## config.mk

```make
export PLATFORM = sky130hd
export DESIGN_NAME = wave_trigger_scan
export DESIGN_NICKNAME = d
export VERILOG_FILES = /design/src/rtl/wave_pkg.sv /design/src/rtl/wave_skid_buf.sv /design/src/rtl/wave_trigger_scan.sv
export SDC_FILE = /design/constraint.sdc
export NUM_CORES = 1
export LEC_CHECK = 0
export CORE_MARGIN = 2
export CORE_UTILIZATION = 54
export DETAILED_ROUTE_END_ITERATION = 8
export DONT_BUFFER_PORTS = 1
export MAX_ROUTING_LAYER = met4
export PLACE_DENSITY = 0.69
export REMOVE_ABC_BUFFERS = 1
export SYNTH_ARGS = -nofsm -noshare
export SYNTH_HDL_FRONTEND = slang
export SYNTH_HIERARCHICAL = 1
export SYNTH_SLANG_ARGS = --single-unit
```

## constraint.sdc

```tcl
create_clock -name clk_system -period 4.15 [get_ports clk_system]
set_clock_uncertainty 0.05 [all_clocks]
set_input_delay 0.6225 -clock clk_system [delete_from_list [all_inputs] [get_ports clk_system]]
set_output_delay 0.6225 -clock clk_system [all_outputs]
set_load 0.01 [all_outputs]
```

## src/rtl/wave_pkg.sv

```systemverilog
// Shared types and constants for the waveform read-side scanner.
package wave_pkg;

  localparam int unsigned ADDR_W           = 18;
  localparam int unsigned DATA_W           = 8;
  localparam int unsigned SAMPLING_NUM_DEF = 20000;

  typedef enum logic [1:0] {
    IDLE   = 2'd0,
    SEARCH = 2'd1,
    STREAM = 2'd2,
    DONE   = 2'd3
  } wave_state_e;

endpackage

```

## src/rtl/wave_skid_buf.sv

```systemverilog
// Two-entry valid/ready buffer absorbing the capture RAM's one-cycle read latency.
module wave_skid_buf import wave_pkg::*; #(
  parameter int unsigned WIDTH = DATA_W + 1
) (
  input  logic             clk_i,
  input  logic             rst_ni,
  input  logic             push_i,
  input  logic [WIDTH-1:0] data_i,
  input  logic             ready_i,
  output logic             valid_o,
  output logic [WIDTH-1:0] data_o,
  output logic [1:0]       count_o
);

  logic [WIDTH-1:0] mem_q [2];
  logic             wr_ptr_q;
  logic             rd_ptr_q;
  logic [1:0]       count_q;
  logic [1:0]       count_d;
  logic             pop;

  assign valid_o = (count_q != 2'd0);
  assign pop     = valid_o && ready_i;
  assign data_o  = mem_q[rd_ptr_q];
  assign count_o = count_q;

  // The producer never pushes into a full buffer, so no overflow guard is needed.
  always_comb begin
    count_d = count_q + {1'b0, push_i} - {1'b0, pop};
  end

  always_ff @(posedge clk_i or negedge rst_ni) begin
    if (!rst_ni) begin
      mem_q[0] <= '0;
      mem_q[1] <= '0;
      wr_ptr_q <= 1'b0;
      rd_ptr_q <= 1'b0;
      count_q  <= 2'd0;
    end else begin
      if (push_i) begin
        mem_q[wr_ptr_q] <= data_i;
        wr_ptr_q        <= ~wr_ptr_q;
      end
      if (pop) begin
        rd_ptr_q <= ~rd_ptr_q;
      end
      count_q <= count_d;
    end
  end

endmodule

```

## src/rtl/wave_trigger_scan.sv

```systemverilog
// Scans the capture RAM for a rising trigger crossing, then streams DISP_W decimated samples.
// Optional hysteresis arming is enabled by defining WAVE_TRIG_HYST_EN.
module wave_trigger_scan import wave_pkg::*; #(
  parameter int unsigned SAMPLING_NUM = SAMPLING_NUM_DEF,
  parameter int unsigned DISP_W       = 640,
  parameter int unsigned SEARCH_LIMIT = 4000
`ifdef WAVE_TRIG_HYST_EN
  ,
  parameter int unsigned HYST         = 4
`endif
) (
  input  logic              clk_system,
  input  logic              Rst,
  input  logic              Frame_Start,
  input  logic [DATA_W-1:0] Trigger_Gate,
  input  logic [DATA_W-1:0] Decim,
  input  logic [DATA_W-1:0] Ram_Data,
  output logic [ADDR_W-1:0] Read_Addr,
  output logic [DATA_W-1:0] Sample_Out,
  output logic              Sample_Valid,
  input  logic              Sample_Ready,
  output logic              Sample_Last,
  output logic              Trig_Found,
  output logic              Busy
);

  localparam int unsigned CNT_W = $clog2(DISP_W + 1);
  localparam logic [ADDR_W:0]   SAMP_N      = (ADDR_W + 1)'(SAMPLING_NUM);
  localparam logic [ADDR_W-1:0] LAST_SEARCH = ADDR_W'(SEARCH_LIMIT - 1);
  localparam logic [CNT_W-1:0]  DISP_N      = CNT_W'(DISP_W);
  localparam logic [CNT_W-1:0]  DISP_LAST   = CNT_W'(DISP_W - 1);

  wave_state_e       state_q, state_d;
  logic [ADDR_W-1:0] addr_q, addr_d;
  logic [ADDR_W-1:0] data_addr_q, data_addr_d;
  logic              rd_pend_q, rd_pend_d;
  logic              rd_last_q, rd_last_d;
  logic [DATA_W-1:0] prev_q, prev_d;
  logic              prev_valid_q, prev_valid_d;
  logic [DATA_W-1:0] gate_q, gate_d;
  logic [DATA_W-1:0] step_q, step_d;
  logic              trig_q, trig_d;
  logic [CNT_W-1:0]  issue_cnt_q, issue_cnt_d;
`ifdef WAVE_TRIG_HYST_EN
  logic              armed_q, armed_d;
  logic [DATA_W-1:0] gate_lo;
`endif

  logic [ADDR_W:0]   addr_sum;
  logic [ADDR_W:0]   addr_next;
  logic [2:0]        occupancy;
  logic              issue;
  logic              trig_hit;
  logic              skid_push;
  logic [DATA_W:0]   skid_head;
  logic [1:0]        skid_count;
  logic              pop;

  wave_skid_buf #(.WIDTH(DATA_W + 1)) u_skid (
    .clk_i   (clk_system),
    .rst_ni  (Rst),
    .push_i  (skid_push),
    .data_i  ({rd_last_q, Ram_Data}),
    .ready_i (Sample_Ready),
    .valid_o (Sample_Valid),
    .data_o  (skid_head),
    .count_o (skid_count)
  );

  assign pop         = Sample_Valid && Sample_Ready;
  assign Sample_Out  = skid_head[DATA_W-1:0];
  assign Sample_Last = Sample_Valid && skid_head[DATA_W];
  assign Read_Addr   = addr_q;
  assign Trig_Found  = trig_q;
  assign Busy        = (state_q != IDLE);

  // Wrapped next stream address, kept one bit wider so the sum never truncates.
  always_comb begin
    addr_sum  = {1'b0, addr_q} + {{(ADDR_W + 1 - DATA_W){1'b0}}, step_q};
    addr_next = (addr_sum >= SAMP_N) ? (addr_sum - SAMP_N) : addr_sum;
    occupancy = {1'b0, skid_count} + {2'b00, rd_pend_q} - {2'b00, pop};
    issue     = (issue_cnt_q < DISP_N) && (occupancy < 3'd2);
`ifdef WAVE_TRIG_HYST_EN
    gate_lo   = (gate_q > DATA_W'(HYST)) ? (gate_q - DATA_W'(HYST)) : '0;
    trig_hit  = armed_q && (Ram_Data >= gate_q);
`else
    trig_hit  = prev_valid_q && (prev_q < gate_q) && (Ram_Data >= gate_q);
`endif
  end

  always_comb begin
    state_d      = state_q;
    addr_d       = addr_q;
    data_addr_d  = data_addr_q;
    rd_pend_d    = 1'b0;
    rd_last_d    = rd_last_q;
    prev_d       = prev_q;
    prev_valid_d = prev_valid_q;
    gate_d       = gate_q;
    step_d       = step_q;
    trig_d       = trig_q;
    issue_cnt_d  = issue_cnt_q;
    skid_push    = 1'b0;
`ifdef WAVE_TRIG_HYST_EN
    armed_d      = armed_q;
`endif

    unique case (state_q)
      IDLE: begin
        addr_d       = '0;
        issue_cnt_d  = '0;
        prev_valid_d = 1'b0;
        if (Frame_Start) begin
          state_d = SEARCH;
          gate_d  = Trigger_Gate;
          step_d  = (Decim == '0) ? DATA_W'(1) : Decim;
          trig_d  = 1'b0;
`ifdef WAVE_TRIG_HYST_EN
          armed_d = 1'b0;
`endif
        end
      end

      SEARCH: begin
        addr_d      = addr_q + ADDR_W'(1);
        data_addr_d = addr_q;
        rd_pend_d   = 1'b1;
        if (rd_pend_q) begin
          prev_d       = Ram_Data;
          prev_valid_d = 1'b1;
`ifdef WAVE_TRIG_HYST_EN
          if (Ram_Data <= gate_lo) armed_d = 1'b1;
`endif
          // The read issued this cycle is dropped by clearing the pending flag.
          if (trig_hit) begin
            state_d   = STREAM;
            addr_d    = data_addr_q;
            trig_d    = 1'b1;
            rd_pend_d = 1'b0;
          end else if (data_addr_q == LAST_SEARCH) begin
            state_d   = STREAM;
            addr_d    = '0;
            trig_d    = 1'b0;
            rd_pend_d = 1'b0;
          end
        end
      end

      STREAM: begin
        skid_push = rd_pend_q;
        rd_pend_d = issue;
        if (issue) begin
          addr_d      = addr_next[ADDR_W-1:0];
          issue_cnt_d = issue_cnt_q + CNT_W'(1);
          rd_last_d   = (issue_cnt_q == DISP_LAST);
        end
        if (pop && skid_head[DATA_W]) begin
          state_d = DONE;
        end
      end

      DONE: begin
        state_d = IDLE;
      end

      default: begin
        state_d = IDLE;
      end
    endcase
  end

  always_ff @(posedge clk_system or negedge Rst) begin
    if (!Rst) begin
      state_q      <= IDLE;
      addr_q       <= '0;
      data_addr_q  <= '0;
      rd_pend_q    <= 1'b0;
      rd_last_q    <= 1'b0;
      prev_q       <= '0;
      prev_valid_q <= 1'b0;
      gate_q       <= '0;
      step_q       <= DATA_W'(1);
      trig_q       <= 1'b0;
      issue_cnt_q  <= '0;
`ifdef WAVE_TRIG_HYST_EN
      armed_q      <= 1'b0;
`endif
    end else begin
      state_q      <= state_d;
      addr_q       <= addr_d;
      data_addr_q  <= data_addr_d;
      rd_pend_q    <= rd_pend_d;
      rd_last_q    <= rd_last_d;
      prev_q       <= prev_d;
      prev_valid_q <= prev_valid_d;
      gate_q       <= gate_d;
      step_q       <= step_d;
      trig_q       <= trig_d;
      issue_cnt_q  <= issue_cnt_d;
`ifdef WAVE_TRIG_HYST_EN
      armed_q      <= armed_d;
`endif
    end
  end

endmodule

```

==> metrics <==
antenna violations before repair=0; Worst EP arrival=just over 4000 ps; cells on worst reg2reg path=12; VDD IR max=between 400 and 500 uV; fmax=~260 MHz; initial core utilization=55.20%; Hold/Removal Path Class=primary input to asynchronous set/reset pin; switching portion of total power=roughly 37%; largest area contributor in the netlist=dfrtp_1; fin crit share=between 90% and 100%; Worst-path clk slew=about 70 ps; critical path class=flip-flop to flip-flop; Final Max Slew Viols=0; die area=around 0.013 mm^2; Max-Cap Viols=0; headroom to the max-slew limit=just over 40%; Synth Instances=approximately 640; CTS Sinks=98; Worst setup EP type=flip-flop; Leak=just over 3 nW; CTS root buf=clkbuf_16; cell row count=39; Num CTS Buffers=9; Finish-stage setup viols=0; layout cells sized above 1=~18%; post-synth top area share=about two fifths; Mapped Area=~0.0063 mm^2; top cells by area, synth=dfrtp_1 39%, mux2_2 10%, ha_1 6.6%; area delta synth->final=7.602%; detailed-route DRC error count=0; Crit path required time=~4300 ps; Synth top cells by count=97 x dfrtp_1, 57 x mux2_2, 52 x nand2_1, 43 x nor2_1, 42 x o21ai_0; GP Congestion=approximately 0.9; sequential share of the synthesized area=around two fifths; chip height=112.0 um; vias in the first global route=a little under 5000; drt initial violations=around 530; Layout Cells excl Fill=roughly 780; drt first pass iters=7; first-pass GRT wire length=around 26000 um; ys flop type=dfrtp_1; hpwl dp=~11000 um; Hold Vio Cnt, Final=0; pin count of the biggest net entering global routing=between 90 and 100; WL/cell=roughly 20 um; PwrDens=between 400 and 500 mW/mm^2; NetSw=between 0.001 and 0.0015 W; slew at the pin closest to its max-slew limit=around 880 ps; Tmin final=slightly below 4000 ps; vias per cell=6.315; synth unique cells=between 70 and 80; All-Layer GR Usage=between 20% and 30%; DR vias=4932; combinational share of power=about a third; Async SR Flop Fraction=between 90% and 100%; filler cell count=approximately 1000; Crit. Startpoint=Read_Addr[0]$_DFFE_PN0P_; post-detailed-routing wire length=between 15000 and 20000 um; EDFF count, synth=0; share of power burned in registers=38.5%; ANT nets after route=0; CTS tree=built; FF-to-FF setup slack=a little under 300 ps; total grt overflow=0; CP endpoint=Read_Addr[6]$_DFFE_PN0P_; CTS H-tree depth=3; worst r2r src=Read_Addr[0]$_DFFE_PN0P_; RR Endpoint=Read_Addr[6]$_DFFE_PN0P_; syn_area_per_cell=approximately 9.9 um^2; Final Net Count=about 700; DIE WIDTH=approximately 110 um; Max FO, Critical Path=13; most frequent cell after synthesis=dfrtp_1; I/O pins=58; core area=about 0.011 mm^2; Clk Latency, worst-skew pair=approximately 350 ps; flops & latches, synth=~100; Post-CTS Setup Inserts=0; Inst Count DP=about 760; final setup TNS=0 ps; RSZ-0062 raised after global routing=false; yosys warns=6; Inserted Diodes=0; Critical Path Start Type=flip-flop; clock network fraction of design power=a little over a quarter; Clock Path Buffers=2; Port Buffer Count=0; Int Pwr=slightly above 0.002 W; status=finished, final reports clean
layer usage:
layer | global-route usage, % | routed length [um] | vias to the layer above
met2 | 41.94 | 7394 | 152
met5 | - | 0 | -
met1 | 35.18 | 6952 | 2453
met3 | 4.590 | 910 | 20
met4 | 6.748 | 218 | 0
li1 | - | - | 2307
final cells by class:
cell class	count	area, um^2	share of cell area (%)
Tap cell	143	178.9	2.638
Clock inverter	6	63.81	0.9408
Clock buffer	10	239.0	3.523
Timing Repair Buffer	12	110.1	1.623
Inverter	31	116.4	1.716
Sequential cell	98	2454	36.17
Multi-Input combinational cell	481	3621	53.38
power groups by stage:
stage          clock (W)  combinational [W]  sequential (W)
2_1_floorplan          0           0.000783         0.00123
3_3_place_gp           0            0.00107         0.00126
3_5_place_dp           0            0.00109         0.00127
4_1_cts         0.000877            0.00112         0.00125
5_1_grt         0.000910            0.00125         0.00127
6_report        0.000864            0.00114         0.00125
logic make-up after synthesis:
logic type | after synthesis | synth area share (%)
muxes | 69 | 12.82
xor gates and xnor gates | 39 | 5.419
adders and majority gates | 35 | 7.185
DFF | 98 | 38.92
and+or+nand+nor | 196 | 15.90
AOI/OAI and AO/OA | 142 | 16.00
buffers and inverters | 57 | 3.751
worst max-delay path, cell delays in order, from the launching register on:
cell and delay, ps:
dfrtp_1 490, ha_1 240, inv_1 60, fa_1 390, nand2b_1 240, a211oi_4 410
o211ai_1 250, mux2i_1 260, o22ai_1 160, o41ai_4 500, a21o_4 230, mux2i_1 100
a221o_1 340
registers in the layout, summed over array words and instances (netlist names), 2 cells and up:
signal          flops
gate_q              8
u_skid/count_o      2
issue_cnt_q        10
step_q              8
prev_q              8
data_addr_q        18
Read_Addr          18
u_skid/mem_q       18
state_q             2
worst min path at each step:
| stage | from | to | slack [ps] |
|---|---|---|---|
| floorplan | Rst | Read_Addr[0]$_DFFE_PN0P_ | 280 |
| global placement | Rst | u_skid/mem_q[0]$_DFFE_PN0P_ | 280 |
| detailed placement | Rst | u_skid/mem_q[9]$_DFFE_PN0P_ | 280 |
| CTS | Rst | step_q[0]$_DFFE_PN1P_ | 40 |
| global route | Rst | step_q[0]$_DFFE_PN1P_ | 40 |
| finish | Rst | step_q[0]$_DFFE_PN1P_ | 60 |
layout by cell type, fill, tap and decap left out, drive strengths merged, types with 4 or more instances in the layout:
cell	instances
buf	12
nor4	9
a21oi	27
o22ai	4
o211ai	6
nor3	10
inv	32
and2	8
xor2	21
nor2b	7
nand4	9
o21ai	46
nand2b	5
a211oi	9
a21o	4
nand3	26
nand2	54
nor2	43
xnor2	18
a31oi	5
dfrtp	97
mux2	67
clkbuf	10
o21a	4
ha	33
a22oi	6
and3	10
metrics by stage:
| stage | area, um^2 | power, W | hold slack [ps] | utilization, % | setup WS, ps |
|---|---|---|---|---|---|
| floorplan | 6183 | 0.002015 | 276.9 | - | 784.8 |
| global placement | 6445 | 0.002332 | 279.4 | 56.44 | 418.4 |
| detailed placement | 6445 | 0.002359 | 278.8 | 56.44 | 321.2 |
| CTS | 6775 | 0.003251 | 44.89 | 59.34 | 262.5 |
| global route | 6783 | 0.003429 | 44.37 | 59.40 | 53.10 |
| finish | 6783 | 0.003253 | 58.55 | 59.40 | 296.6 |
repair_timing:
item | in CTS | in global routing
setup endpoints to repair | 0 | 3
resized for setup | 0 | 1
hold endpoints to repair | 97 | 0
hold buffers | 1 | 0
No activity file was read; power rests on OpenSTA's default activity.
